<file path="src/rtl/pipeline_hazard_controller.sv">
// Central stall/flush sequencer for the 5-stage core.
// Decides, every cycle, which pipeline registers advance, which load a
// bubble, and holds the pipe while RAM accesses or UART handshakes complete.
module pipeline_hazard_controller #(
    parameter int RAM_LATENCY = 2,
    parameter int PERF_W      = 32
) (
    input  logic              clk,
    input  logic              reset_n,
    input  logic [4:0]        id_rs1_address,
    input  logic [4:0]        id_rs2_address,
    input  logic              id_rs1_used,
    input  logic              id_rs2_used,
    input  logic [4:0]        id_ex_rd_address,
    input  logic              id_ex_ram_read,
    input  logic              id_ex_stdin_read_enable,
    input  logic [1:0]        ex_mem_next_pc_src,
    input  logic              ex_mem_ram_read,
    input  logic              ex_mem_ram_write_enable,
    input  logic              ex_mem_stdin_read_enable,
    input  logic              ex_mem_stdout_write_enable,
    input  logic              stdin_valid,
    input  logic              stdout_ready,
    output logic              pc_write_enable,
    output logic              if_id_write_enable,
    output logic              id_ex_write_enable,
    output logic              ex_mem_write_enable,
    output logic              mem_wb_write_enable,
    output logic              if_id_flush,
    output logic              id_ex_flush,
    output logic              stdin_ready,
    output logic              stdout_valid,
    output logic [PERF_W-1:0] stall_cycles
);

    typedef enum logic [1:0] {
        RUN      = 2'd0,
        MEM_WAIT = 2'd1,
        IN_WAIT  = 2'd2,
        OUT_WAIT = 2'd3
    } state_t;

    // A single-cycle RAM never needs to hold the pipe.
    localparam bit         MEM_STALL = (RAM_LATENCY > 1);
    // The RUN cycle that detects the access is the first frozen cycle,
    // so the wait state only has to cover the remaining RAM_LATENCY-2.
    localparam logic [3:0] CNT_INIT  = (RAM_LATENCY > 1) ? 4'(RAM_LATENCY - 2) : 4'd0;

    // Control bundle: {pc, if_id, id_ex, ex_mem, mem_wb, if_id_flush, id_ex_flush}
    localparam logic [6:0] CTL_FREEZE   = 7'b00000_00;
    localparam logic [6:0] CTL_ADVANCE  = 7'b11111_00;
    localparam logic [6:0] CTL_REDIRECT = 7'b11111_11;
    localparam logic [6:0] CTL_BUBBLE   = 7'b00111_01;

    state_t     state;
    state_t     state_next;
    logic [3:0] cnt;
    logic [3:0] cnt_next;
    logic [6:0] ctl;
    logic       load_use;
    logic       redirect;
    logic       mem_access;

    // Normal advance: redirect beats load-use, load-use inserts one bubble
    // into ID/EX while PC and IF/ID hold the dependent instruction.
    function automatic logic [6:0] advance_ctl(input logic redir, input logic hazard);
        logic [6:0] result;
        result = CTL_ADVANCE;
        if (redir) begin
            result = CTL_REDIRECT;
        end else if (hazard) begin
            result = CTL_BUBBLE;
        end
        return result;
    endfunction

    assign redirect   = (ex_mem_next_pc_src != 2'd0);
    assign mem_access = ex_mem_ram_read | ex_mem_ram_write_enable;
    // x0 is hardwired to zero, so a write to it can never create a dependency.
    assign load_use   = (id_ex_ram_read | id_ex_stdin_read_enable)
                      && (id_ex_rd_address != 5'd0)
                      && ((id_rs1_used && (id_rs1_address == id_ex_rd_address))
                       || (id_rs2_used && (id_rs2_address == id_ex_rd_address)));

    assign {pc_write_enable, if_id_write_enable, id_ex_write_enable,
            ex_mem_write_enable, mem_wb_write_enable, if_id_flush, id_ex_flush} = ctl;

    // Next-state and output decode; memory-side holds mask redirect and load-use.
    always_comb begin
        state_next   = state;
        cnt_next     = cnt;
        ctl          = CTL_FREEZE;
        stdin_ready  = 1'b0;
        stdout_valid = 1'b0;
        case (state)
            RUN: begin
                if (MEM_STALL && mem_access) begin
                    cnt_next   = CNT_INIT;
                    state_next = MEM_WAIT;
                end else if (ex_mem_stdin_read_enable) begin
                    stdin_ready = stdin_valid;
                    if (stdin_valid) begin
                        ctl = advance_ctl(redirect, load_use);
                    end else begin
                        state_next = IN_WAIT;
                    end
                end else if (ex_mem_stdout_write_enable) begin
                    stdout_valid = 1'b1;
                    if (stdout_ready) begin
                        ctl = advance_ctl(redirect, load_use);
                    end else begin
                        state_next = OUT_WAIT;
                    end
                end else begin
                    ctl = advance_ctl(redirect, load_use);
                end
            end
            MEM_WAIT: begin
                if (cnt != 4'd0) begin
                    cnt_next = cnt - 4'd1;
                end else begin
                    ctl        = advance_ctl(redirect, load_use);
                    state_next = RUN;
                end
            end
            IN_WAIT: begin
                stdin_ready = stdin_valid;
                if (stdin_valid) begin
                    ctl        = advance_ctl(redirect, load_use);
                    state_next = RUN;
                end
            end
            OUT_WAIT: begin
                stdout_valid = 1'b1;
                if (stdout_ready) begin
                    ctl        = advance_ctl(redirect, load_use);
                    state_next = RUN;
                end
            end
            default: state_next = RUN;
        endcase
        if (!reset_n) begin
            ctl          = CTL_FREEZE;
            stdin_ready  = 1'b0;
            stdout_valid = 1'b0;
        end
    end

    // State and wait counter; reset abandons any access in flight.
    always_ff @(posedge clk) begin
        if (!reset_n) begin
            state <= RUN;
            cnt   <= 4'd0;
        end else begin
            state <= state_next;
            cnt   <= cnt_next;
        end
    end

    // Performance counter of cycles in which the PC was held.
    always_ff @(posedge clk) begin
        if (!reset_n) begin
            stall_cycles <= '0;
        end else if (!pc_write_enable) begin
            stall_cycles <= stall_cycles + PERF_W'(1);
        end
    end

endmodule

</file>
<file path="config.mk">
export PLATFORM = sky130hd
export DESIGN_NAME = pipeline_hazard_controller
export DESIGN_NICKNAME = d
export VERILOG_FILES = /design/src/rtl/pipeline_hazard_controller.sv
export SDC_FILE = /design/constraint.sdc
export NUM_CORES = 1
export LEC_CHECK = 0
export CAP_MARGIN = 20
export CELL_PAD_IN_SITES_DETAIL_PLACEMENT = 1
export CELL_PAD_IN_SITES_GLOBAL_PLACEMENT = 1
export CORE_UTILIZATION = 33
export CTS_BUF_LIST = sky130_fd_sc_hd__clkbuf_8 sky130_fd_sc_hd__clkbuf_16
export CTS_CLUSTER_DIAMETER = 60
export DETAILED_ROUTE_END_ITERATION = 8
export PLACE_DENSITY = 0.82
export SLEW_MARGIN = 25
export SYNTH_ARGS = -nofsm -noshare
export SYNTH_HDL_FRONTEND = slang
export SYNTH_SLANG_ARGS = --single-unit
</file>
<file path="constraint.sdc">
create_clock -name clk -period 2.9 [get_ports clk]
set_input_delay 0.58 -clock clk [delete_from_list [all_inputs] [get_ports clk]]
set_output_delay 0.58 -clock clk [all_outputs]
set_load 0.01 [all_outputs]
</file>
==> impl_metrics.json <==
{
  "p_sw_frac": 0.329,
  "r2r_start": "state[0]",
  "start_util": 0.345,
  "path_class": "in -> out",
  "final_util": 0.487,
  "cp_max_fo": 4,
  "vias": 2377,
  "hpwl_mm": 5.00,
  "drc": 2,
  "netlist_top_cells_area": "dfxtp_1 34%, a21oi_1 7.2%, or3_1 6.2%",
  "ctsHoldBuffers": 0,
  "synth_cell_types": 42,
  "whs_endpoint": "stall_cycles[31]",
  "routedWlPerCell_um": 15.1,
  "period_needed_ps": 2850,
  "dp_slack_ps": -321,
  "syn_inst": 277,
  "first_pass_iters": 6,
  "met3_wirelength_um": 392,
  "worst_path_max_delay_cell": "or4_1",
  "avgSynthCellArea_um2": 7.99,
  "cp.required_ps": 2320,
  "ff2ff_path_depth": 9,
  "cpPeakStageDelay_ps": 550,
  "worstHoldStart": "stall_cycles[31]",
  "worstMarginPinSlew_ps": 666,
  "die_w_um": 83.9,
  "fill_cells": 791,
  "cellLeakagePower_nw": 1.10,
  "wl_mm": 6.51,
  "antenna_cells": 0,
  "boundaryPins": 70,
  "placed_area_um2": 3020,
  "hold_viol": 0,
  "synth_area_um2": 2210,
  "post_cts_buffers": 0,
  "postLayoutSetupSlackWorst_ps": 49.8,
  "grt_pass1_wl_mm": 10.9,
  "seqPwrFrac": 0.410,
  "crit_path_start_kind": "input pin",
  "antenna_left": 0,
  "finalSetupViolCount": 0,
  "violations": "design-rule violations",
  "clkPwrFrac": 0.264,
  "grt_max_degree": 61,
  "reg2reg_setup_slack_ps": 360,
  "io_buffers": 69,
  "timing.fmax_mhz": 351,
  "rows": 29,
  "synth_top_area_cell": "dfxtp_1",
  "area_growth_pct": 41.3,
  "highest_layer": "met4",
  "cts_tree": "done",
  "cell_internal_pwr_uw": 975,
  "numCtsBuffers": 5,
  "p_total_mw": 1.45,
  "p_sw_uw": 477,
  "powerDensity_nw_per_um2": 464,
  "regArea_um2": 763,
  "hold_depth": 2,
  "core-area_um2": 6420,
  "antenna_found_initial": 0,
  "grt_pass1_vias": 2447,
  "synth_top_area_share": 0.344,
  "drive_above_1_share": 0.0963,
  "pwr-share-comb": 0.326,
  "via_per_inst": 5.53,
  "end_kind": "primary output",
  "peakVddDrop_mv": 0.260,
  "cts.sinks": 38,
  "wl_met1_mm": 2.77,
  "cts_max_path_buffers": 2,
  "clkTransAtPathRegs_ps": 80,
  "maxSlewHeadroom": 0.553,
  "hold_path.class": "reg -> reg",
  "maxSlewViolCount": 0,
  "rr_endpoint": "stall_cycles[24]",
  "multi_input_area_um2": 1340,
  "fin_crit_sh": 0.983,
  "grt_use_total": 0.190,
  "synth_warnings": 0,
  "cts_root_buffer": "clkbuf_8",
  "synth_seq_cells": 38,
  "die_h_um": 83.9,
  "fin_cells": 430,
  "nNetsFinal": 387,
  "ys_seq_area_frac": 0.344,
  "rsz0062_at_grt": "true",
  "max-cap-violations": 0,
  "initialDrtViolationCount": 62,
  "placedCellCount": 422,
  "grt_overflow_total": 0,
  "final_area_um2": 3130,
  "fin_skew_ps": 10.6,
  "arrival_ps": 2270,
  "path_cells": "clkdlybuf4s50_1 > or4_1 > o22a_1 > a31oi_4 > clkdlybuf4s15_1",
  "status": "finished, violations left",
  "cts_max_level": 2,
  "insertion_delay_ps": 290,
  "die_area_um2": 7040,
  "place_congestion": 0.842,
  "dr_wl_met2_mm": 3.31,
  "synth_fp_nets": 312
}
how the worst max path moves through the flow:
| stage | to | from | cells past startpoint |
|---|---|---|---|
| 6_report | pc_write_enable | id_ex_rd_address[1] | 5 |
| 3_5_place_dp | pc_write_enable | id_ex_rd_address[1] | 5 |
| 5_1_grt | stall_cycles[12] | id_ex_rd_address[2] | 10 |
| 3_3_place_gp | pc_write_enable | id_ex_rd_address[1] | 5 |
| 4_1_cts | pc_write_enable | id_ex_rd_address[1] | 5 |
| 2_1_floorplan | pc_write_enable | id_ex_rd_address[1] | 6 |
layout make-up:
| cell class | count | share of cell area |
|---|---|---|
| sequential | 38 | 0.244 |
| clock inverter | 2 | 0.00400 |
| multi-input combinational | 213 | 0.428 |
| clock buffer | 6 | 0.0264 |
| inverter | 10 | 0.0120 |
| timing repair buffer | 84 | 0.255 |
| tap | 77 | 0.0308 |
timing repair:
action                     CTS  global route
setup endpoints to repair    7             8
resized for setup           11             6
pin swaps                    2             2
gates cloned                 0             0
routing by layer:
metal	GRT usage	vias to the layer above
met3	0.0593	5
met5	0	-
met4	0.0423	0
met2	0.346	65
li1	-	1165
met1	0.214	1142
logic make-up (layout without fill, tap and decap cells):
family                   after synthesis  count (layout)  share of synthesized area
buffers and inverters                 26             102                     0.0588
AO/OA/AOI/OAI                         74              74                      0.204
flip-flops                            38              38                      0.344
AND/OR/NAND/NOR                      116             116                      0.291
adder cells (fa/ha/maj)                6               6                     0.0339
multiplexers                           3               3                     0.0136
XOR/XNOR                              14              14                     0.0554
power groups by stage:
stage	clock (mW)	combinational [mW]	sequential [mW]
4_1_cts	0.393	0.474	0.596
2_1_floorplan	0	0.301	0.600
3_5_place_dp	0	0.477	0.606
6_report	0.383	0.473	0.595
5_1_grt	0.415	0.520	0.601
3_3_place_gp	0	0.456	0.602
cells in the mapped netlist, drive strengths merged:
cell type   n
dfxtp      38
nor3b       1
and4        4
nor2       18
o21a        3
clkbuf      7
a31oi       2
nor4        1
a311oi      1
or4         9
nand2      20
o22ai       2
inv         9
o31ai       8
buf         9
a2111oi     1
nand3      16
and2        1
mux2i       3
nand4      10
a22oi       1
or3        22
ha          6
o22a        1
nor3        4
nand2b      2
and3        6
a21oi      32
nor2b       1
o21ai      23
xor2        3
nand4bb     1
clkinv      1
xnor2      11
placed cells by master (no fill, tap or decap), drive strengths merged, types with 3 or more instances in the layout:
cell type / n
clkbuf: 7
nand4: 10
dlygate4sd2: 5
or3: 22
o21ai: 23
mux2i: 3
nand3: 16
and4: 4
nand2: 20
dfxtp: 38
or4: 9
xnor2: 11
inv: 9
a21oi: 32
o21a: 3
xor2: 3
and3: 6
o31ai: 8
nor2: 18
buf: 15
ha: 6
clkdlybuf4s50: 60
nor3: 4
flip-flops by register name, indices dropped and copies added, names as in the netlist:
register and count:
stall_cycles 32, cnt 4, state 2
critical path, delay by kind of cell:
kind | cells | cell delay, ps
AO/OA/AOI/OAI | 2 | 440
buffers and inverters | 2 | 690
AND/OR/NAND/NOR | 1 | 550
through the flow:
stage          setup TNS, ps  hold slack, ps
3_5_place_dp           -2790             493
3_3_place_gp           -1380             467
2_1_floorplan              0             484
5_1_grt                -38.1             530
4_1_cts                    0             504
6_report                   0             496
Power figures use the tool's default switching activity.
